$ cat config.mk
export PLATFORM = sky130hd
export DESIGN_NAME = gcd_stein_flat
export DESIGN_NICKNAME = d
export VERILOG_FILES = /design/src/rtl/gcd_stein_if.sv /design/src/rtl/gcd_stein.sv /design/src/flat_wrapper.sv
export SDC_FILE = /design/constraint.sdc
export NUM_CORES = 1
export LEC_CHECK = 0
export CORE_AREA = 2 2 120 122
export CTS_CLUSTER_SIZE = 8
export DETAILED_ROUTE_END_ITERATION = 8
export DIE_AREA = 0 0 122 124
export PLACE_DENSITY = 0.68
export SETUP_SLACK_MARGIN = 0.4
export SYNTH_ARGS = -nofsm -noshare
export SYNTH_HDL_FRONTEND = slang
export SYNTH_SLANG_ARGS = --single-unit
$ cat constraint.sdc
create_clock -name clk -period 7.07 [get_ports clk]
set_input_delay 0.707 -clock clk [delete_from_list [all_inputs] [get_ports clk]]
set_output_delay 0.707 -clock clk [all_outputs]
set_load 0.05 [all_outputs]
$ cat src/rtl/gcd_stein_if.sv
// Handshake bundle for the binary GCD engine: operand channel (in_*, x, y)
// and result channel (out_*, o, zero, steps).
interface gcd_stein_if #(
  parameter int WIDTH = 16,
  parameter int STEPW = $clog2(2*WIDTH)+1
);
  logic             in_valid;
  logic             in_ready;
  logic [WIDTH-1:0] x;
  logic [WIDTH-1:0] y;
  logic             out_valid;
  logic             out_ready;
  logic [WIDTH-1:0] o;
  logic             zero;
  logic [STEPW-1:0] steps;

  // Requester side: supplies operands and consumes results.
  modport master (
    output in_valid, x, y, out_ready,
    input  in_ready, out_valid, o, zero, steps
  );

  // Engine side.
  modport slave (
    input  in_valid, x, y, out_ready,
    output in_ready, out_valid, o, zero, steps
  );
endinterface

$ cat src/rtl/gcd_stein.sv
// Binary (Stein) GCD engine. Accepts an operand pair in IDLE, iterates one
// reduction step per RUN cycle and presents gcd, a both-zero flag and the
// number of RUN cycles used until the result is taken.
module gcd_stein #(
  parameter int WIDTH = 16,
  parameter int STEPW = $clog2(2*WIDTH)+1
) (
  input logic        clk,
  input logic        rst,
  gcd_stein_if.slave bus
);

  // Shift count only ever reaches log2(min(x, y)), so this width is ample.
  localparam int KW = $clog2(WIDTH)+1;

  typedef enum logic [1:0] {
    IDLE = 2'd0,
    RUN  = 2'd1,
    DONE = 2'd2
  } state_t;

  state_t           state_reg, state_next;
  logic [WIDTH-1:0] a_reg, a_next;
  logic [WIDTH-1:0] b_reg, b_next;
  logic [WIDTH-1:0] o_reg, o_next;
  logic [KW-1:0]    k_reg, k_next;
  logic [STEPW-1:0] steps_reg, steps_next;
  logic             zero_reg, zero_next;

  logic             a_even, b_even, a_eq_b, a_gt_b;
  logic             x_is_zero, y_is_zero;

  assign a_even    = ~a_reg[0];
  assign b_even    = ~b_reg[0];
  assign a_eq_b    = (a_reg == b_reg);
  assign a_gt_b    = (a_reg > b_reg);
  assign x_is_zero = (bus.x == '0);
  assign y_is_zero = (bus.y == '0);

  // Handshake flags decode straight from the state register; the result
  // fields come from their own registers, so nothing depends on out_ready
  // combinationally.
  assign bus.in_ready  = (state_reg == IDLE);
  assign bus.out_valid = (state_reg == DONE);
  assign bus.o         = o_reg;
  assign bus.zero      = zero_reg;
  assign bus.steps     = steps_reg;

  // State and datapath registers; reset abandons any operation in flight.
  always_ff @(posedge clk) begin
    if (rst) begin
      state_reg <= IDLE;
      a_reg     <= '0;
      b_reg     <= '0;
      k_reg     <= '0;
      steps_reg <= '0;
      zero_reg  <= 1'b0;
      o_reg     <= '0;
    end else begin
      state_reg <= state_next;
      a_reg     <= a_next;
      b_reg     <= b_next;
      k_reg     <= k_next;
      steps_reg <= steps_next;
      zero_reg  <= zero_next;
      o_reg     <= o_next;
    end
  end

  // Next-state and datapath: accept in IDLE, one Stein reduction per RUN
  // cycle (first matching rule wins), hold the result in DONE.
  always_comb begin
    state_next = state_reg;
    a_next     = a_reg;
    b_next     = b_reg;
    k_next     = k_reg;
    steps_next = steps_reg;
    zero_next  = zero_reg;
    o_next     = o_reg;

    case (state_reg)
      IDLE: begin
        if (bus.in_valid) begin
          a_next     = bus.x;
          b_next     = bus.y;
          k_next     = '0;
          steps_next = '0;
          if (x_is_zero || y_is_zero) begin
            // gcd(0, n) = n; the OR picks the nonzero one (or 0 for both).
            o_next     = bus.x | bus.y;
            zero_next  = x_is_zero && y_is_zero;
            state_next = DONE;
          end else begin
            zero_next  = 1'b0;
            state_next = RUN;
          end
        end
      end

      RUN: begin
        steps_next = steps_reg + STEPW'(1);
        if (a_eq_b) begin
          // Restore the common power of two stripped off earlier.
          o_next     = a_reg << k_reg;
          state_next = DONE;
        end else if (a_even && b_even) begin
          a_next = a_reg >> 1;
          b_next = b_reg >> 1;
          k_next = k_reg + KW'(1);
        end else if (a_even) begin
          a_next = a_reg >> 1;
        end else if (b_even) begin
          b_next = b_reg >> 1;
        end else if (a_gt_b) begin
          // Both odd and unequal: the difference is even and nonzero, so
          // halving it immediately is exact.
          a_next = (a_reg - b_reg) >> 1;
        end else begin
          b_next = (b_reg - a_reg) >> 1;
        end
      end

      DONE: begin
        if (bus.out_ready) begin
          state_next = IDLE;
        end
      end

      default: begin
        state_next = IDLE;
      end
    endcase
  end

endmodule

$ cat src/flat_wrapper.sv
// flat-port wrapper written by rule: the top's interface ports become plain ports
module gcd_stein_flat 
#(
  parameter int WIDTH = 16,
  parameter int STEPW = $clog2(2*WIDTH)+1
)
  (clk, rst, bus_in_valid, bus_x, bus_y, bus_out_ready, bus_in_ready, bus_out_valid, bus_o, bus_zero, bus_steps);
  gcd_stein_if #(.WIDTH(WIDTH), .STEPW(STEPW)) bus_i ();
  input logic clk;
  input logic rst;
  input wire logic [$bits(bus_i.in_valid)-1:0] bus_in_valid;
  input wire logic [$bits(bus_i.x)-1:0] bus_x;
  input wire logic [$bits(bus_i.y)-1:0] bus_y;
  input wire logic [$bits(bus_i.out_ready)-1:0] bus_out_ready;
  output wire logic [$bits(bus_i.in_ready)-1:0] bus_in_ready;
  output wire logic [$bits(bus_i.out_valid)-1:0] bus_out_valid;
  output wire logic [$bits(bus_i.o)-1:0] bus_o;
  output wire logic [$bits(bus_i.zero)-1:0] bus_zero;
  output wire logic [$bits(bus_i.steps)-1:0] bus_steps;
  assign bus_i.in_valid = bus_in_valid;
  assign bus_i.x = bus_x;
  assign bus_i.y = bus_y;
  assign bus_i.out_ready = bus_out_ready;
  assign bus_in_ready = bus_i.in_ready;
  assign bus_out_valid = bus_i.out_valid;
  assign bus_o = bus_i.o;
  assign bus_zero = bus_i.zero;
  assign bus_steps = bus_i.steps;
  gcd_stein #(.WIDTH(WIDTH), .STEPW(STEPW)) u_core (.clk(clk), .rst(rst), .bus(bus_i));
endmodule
==> results.toml <==
[yosys]
synth_edf_count = 0
synthDistinctLibCells = 72
syn_inst = 702
ys.warnings.count = 0
ys_seq_area_frac = 0.229
synthArstFlopShare = 0
synth_area_um2 = 5420
synthFlopType = "dfxtp_1"
synth_nets = 775
syn_area_per_cell_um2 = 7.72
synth-seq-cells = 62

[run_status]
status = "complete, no violations"

[floorplanning]
die_w_um = 122
chipHeight_um = 124
start_util = 0.395
std_cell_rows = 43
core_area_um2 = 13700
die-area_um2 = 15100
pin_count = 61

[clock_tree]
cts_tree = "done"
post_cts_buffers = 0
path_clk_slew_ns = 0.06
cts_made_buffers = 9
cts_resized = 0
cts_hold_buffers = 0
clock-sinks = 62
htreeDepth = 3
clk_latency_ns = 0.34
clockRootBuffer = "clkbuf_16"
cts_buffer_depth = 2

[placement]
portBuffers = 60
gp_congestion = 0.997
dp_hpwl_um = 14700

[route]
totalWireLength_um = 19600
vias = 5833
drt.antenna.violating_nets = 0
first_pass_iters = 7
viasPerCell = 6.39
drtIter0Drc = 760
drt-wirelength-per-cell_um = 21.5
drc = 0

[global_route]
grt.overflow.total = 0
grt_antenna_before_repair = 0
grt_start_max_net_pins = 56
grt_first_pass_wirelength_um = 30600
track_usage = 0.263
grt_pass1_vias = 5650

[critical_path]
cp_max_fo = 15
slowest_delay_ns = 0.63
cp_slowest_cell = "or4b_1"
path_cells = "inv_1, ha_1, fa_1, nor2b_1, o22a_1, a22oi_1, a211oi_1, o211ai_2, or4b_1, a221oi_1"
cp.required_ns = 7.31
start_kind = "flip-flop"
cp-end-kind = "flip-flop"
path_class = "reg -> reg"
critical_path.top_delay_family = "compound AO/OA/AOI/OAI gates"
arrival_ns = 3.90
crit_buf_inv = 1

[power_and_ir_drop]
power_mw = 2.14
cellPowerDensity_nw_per_um2 = 335
cellLeakagePower_nw = 2.28
vdd_drop_max_mv = 0.154

[timing]
rsz0062_at_grt = "false"
fin_skew_ns = 0.0104
final_max_slew_viol_count = 0
hold_viol_final = 0
finalCritPeriodShare = 0.517
max_slew_margin = 0.157
setup_violations = 0
layout_min_cycle_time_ns = 3.66
max_freq_ghz = 0.273
tns_ns = 0
tightest_slew_ns = 1.23

[finish]
antennaDiodeCount = 0
final_nets = 801
area_growth_pct = 17.7
drive_gt1_frac = 0.0737

[flow_run]
drv_cap = 0

[hold_path]
hold_class = "reg -> reg"
path summary, 6_finish.rpt:
check / start / end / slack, ns / depth (start not counted)
max: u_core.a_reg[0]$_SDFFE_PP0P_ / u_core.a_reg[14]$_SDFFE_PP0P_ / 3.41 / 10
min: u_core.b_reg[15]$_SDFFE_PP0P_ / u_core.b_reg[15]$_SDFFE_PP0P_ / 0.47 / 2
max reg2reg: u_core.a_reg[0]$_SDFFE_PP0P_ / u_core.a_reg[14]$_SDFFE_PP0P_ / 3.41 / 10
min reg2reg: u_core.b_reg[15]$_SDFFE_PP0P_ / u_core.b_reg[15]$_SDFFE_PP0P_ / 0.47 / 2
cell families (layout without fill, tap and decap cells):
family          after synthesis  count (layout)  synth area share
simple gates                241             241             0.221
compound gates              228             228             0.301
buf+inv                      86             117            0.0662
flops                        62              62             0.229
fa+ha+maj                    37              37            0.0881
xor+xnor                     24              24            0.0388
mux                          24              24            0.0563
worst min-delay path, delay by kind of cell (launching register included):
family           cells  cell delay [ns]
AO/OA/AOI/OAI        1             0.05
flip-flops           1             0.31
AND/OR/NAND/NOR      1             0.06
metal layers:
metal / part of all wire / routed length (µm) / global-route usage / vias up
met5: 0 / 0 / 0 / -
met4: 0.032 / 631 / 0.0862 / 0
met2: 0.45 / 8730 / 0.427 / 343
met1: 0.41 / 8090 / 0.335 / 2775
li1: - / - / - / 2663
met3: 0.11 / 2140 / 0.0765 / 52
layout by cell type, fill, tap and decap left out, drive strengths merged, types with 8 or more instances in the layout:
| master | Yosys | layout |
|---|---|---|
| nor2 | 80 | 80 |
| dfxtp | 62 | 62 |
| clkdlybuf4s50 | 0 | 59 |
| a21oi | 51 | 51 |
| nand2 | 50 | 50 |
| o21ai | 49 | 49 |
| inv | 36 | 37 |
| ha | 35 | 35 |
| nand2b | 18 | 18 |
| mux2i | 17 | 17 |
| nor3 | 17 | 17 |
| xor2 | 15 | 15 |
| a311oi | 13 | 13 |
| nand3 | 12 | 12 |
| or3 | 12 | 12 |
| a211oi | 12 | 12 |
| o221ai | 10 | 10 |
| a32o | 10 | 10 |
| nand4 | 10 | 10 |
| nor4 | 9 | 9 |
| xnor2 | 9 | 9 |
| clkbuf | 35 | 9 |
| o211ai | 9 | 9 |
| o21a | 9 | 9 |
| nor2b | 8 | 8 |
per-stage QoR:
step	setup slack [ns]	area [µm²]	util	instances	hold slack [ns]
2_1_floorplan	4.16	5420	-	702	0.432
3_3_place_gp	3.52	6060	0.442	897	0.458
3_5_place_dp	3.48	6060	0.442	897	0.461
4_1_cts	3.45	6380	0.465	913	0.467
5_1_grt	3.15	6380	0.465	913	0.500
6_report	3.41	6380	0.465	913	0.466
synth_stat cells, types with 12 or more instances:
cell type  instances  area (µm²)
a211oi_1          12        90.1
a21oi_1           47         235
a311oi_1          13         114
clkbuf_1          35         131
dfxtp_1           62        1240
ha_1              35         438
inv_1             36         135
mux2i_1           17         170
nand2_1           50         188
nand2b_1          18         113
nand3_1           12        60.1
nor2_1            78         293
nor3_1            16        80.1
o21ai_0           47         235
or3_1             12        75.1
xor2_1            15         131
area by class of cell:
type,count,area [µm²]
multi-input cells,554,3830
clock inverters,7,97.6
flip-flops and latches,62,1240
clock buffers,9,225
fillers,1334,7340
repair buffers,64,626
well taps,180,225
inverters,37,139
report_power, final:
group          switching (mW)  internal [mW]  total [mW]
clock                   0.181          0.310       0.491
combinational           0.743          0.437        1.18
sequential             0.0700          0.400       0.470
total                   0.994           1.15        2.14
(Power assumes the default switching activity.)
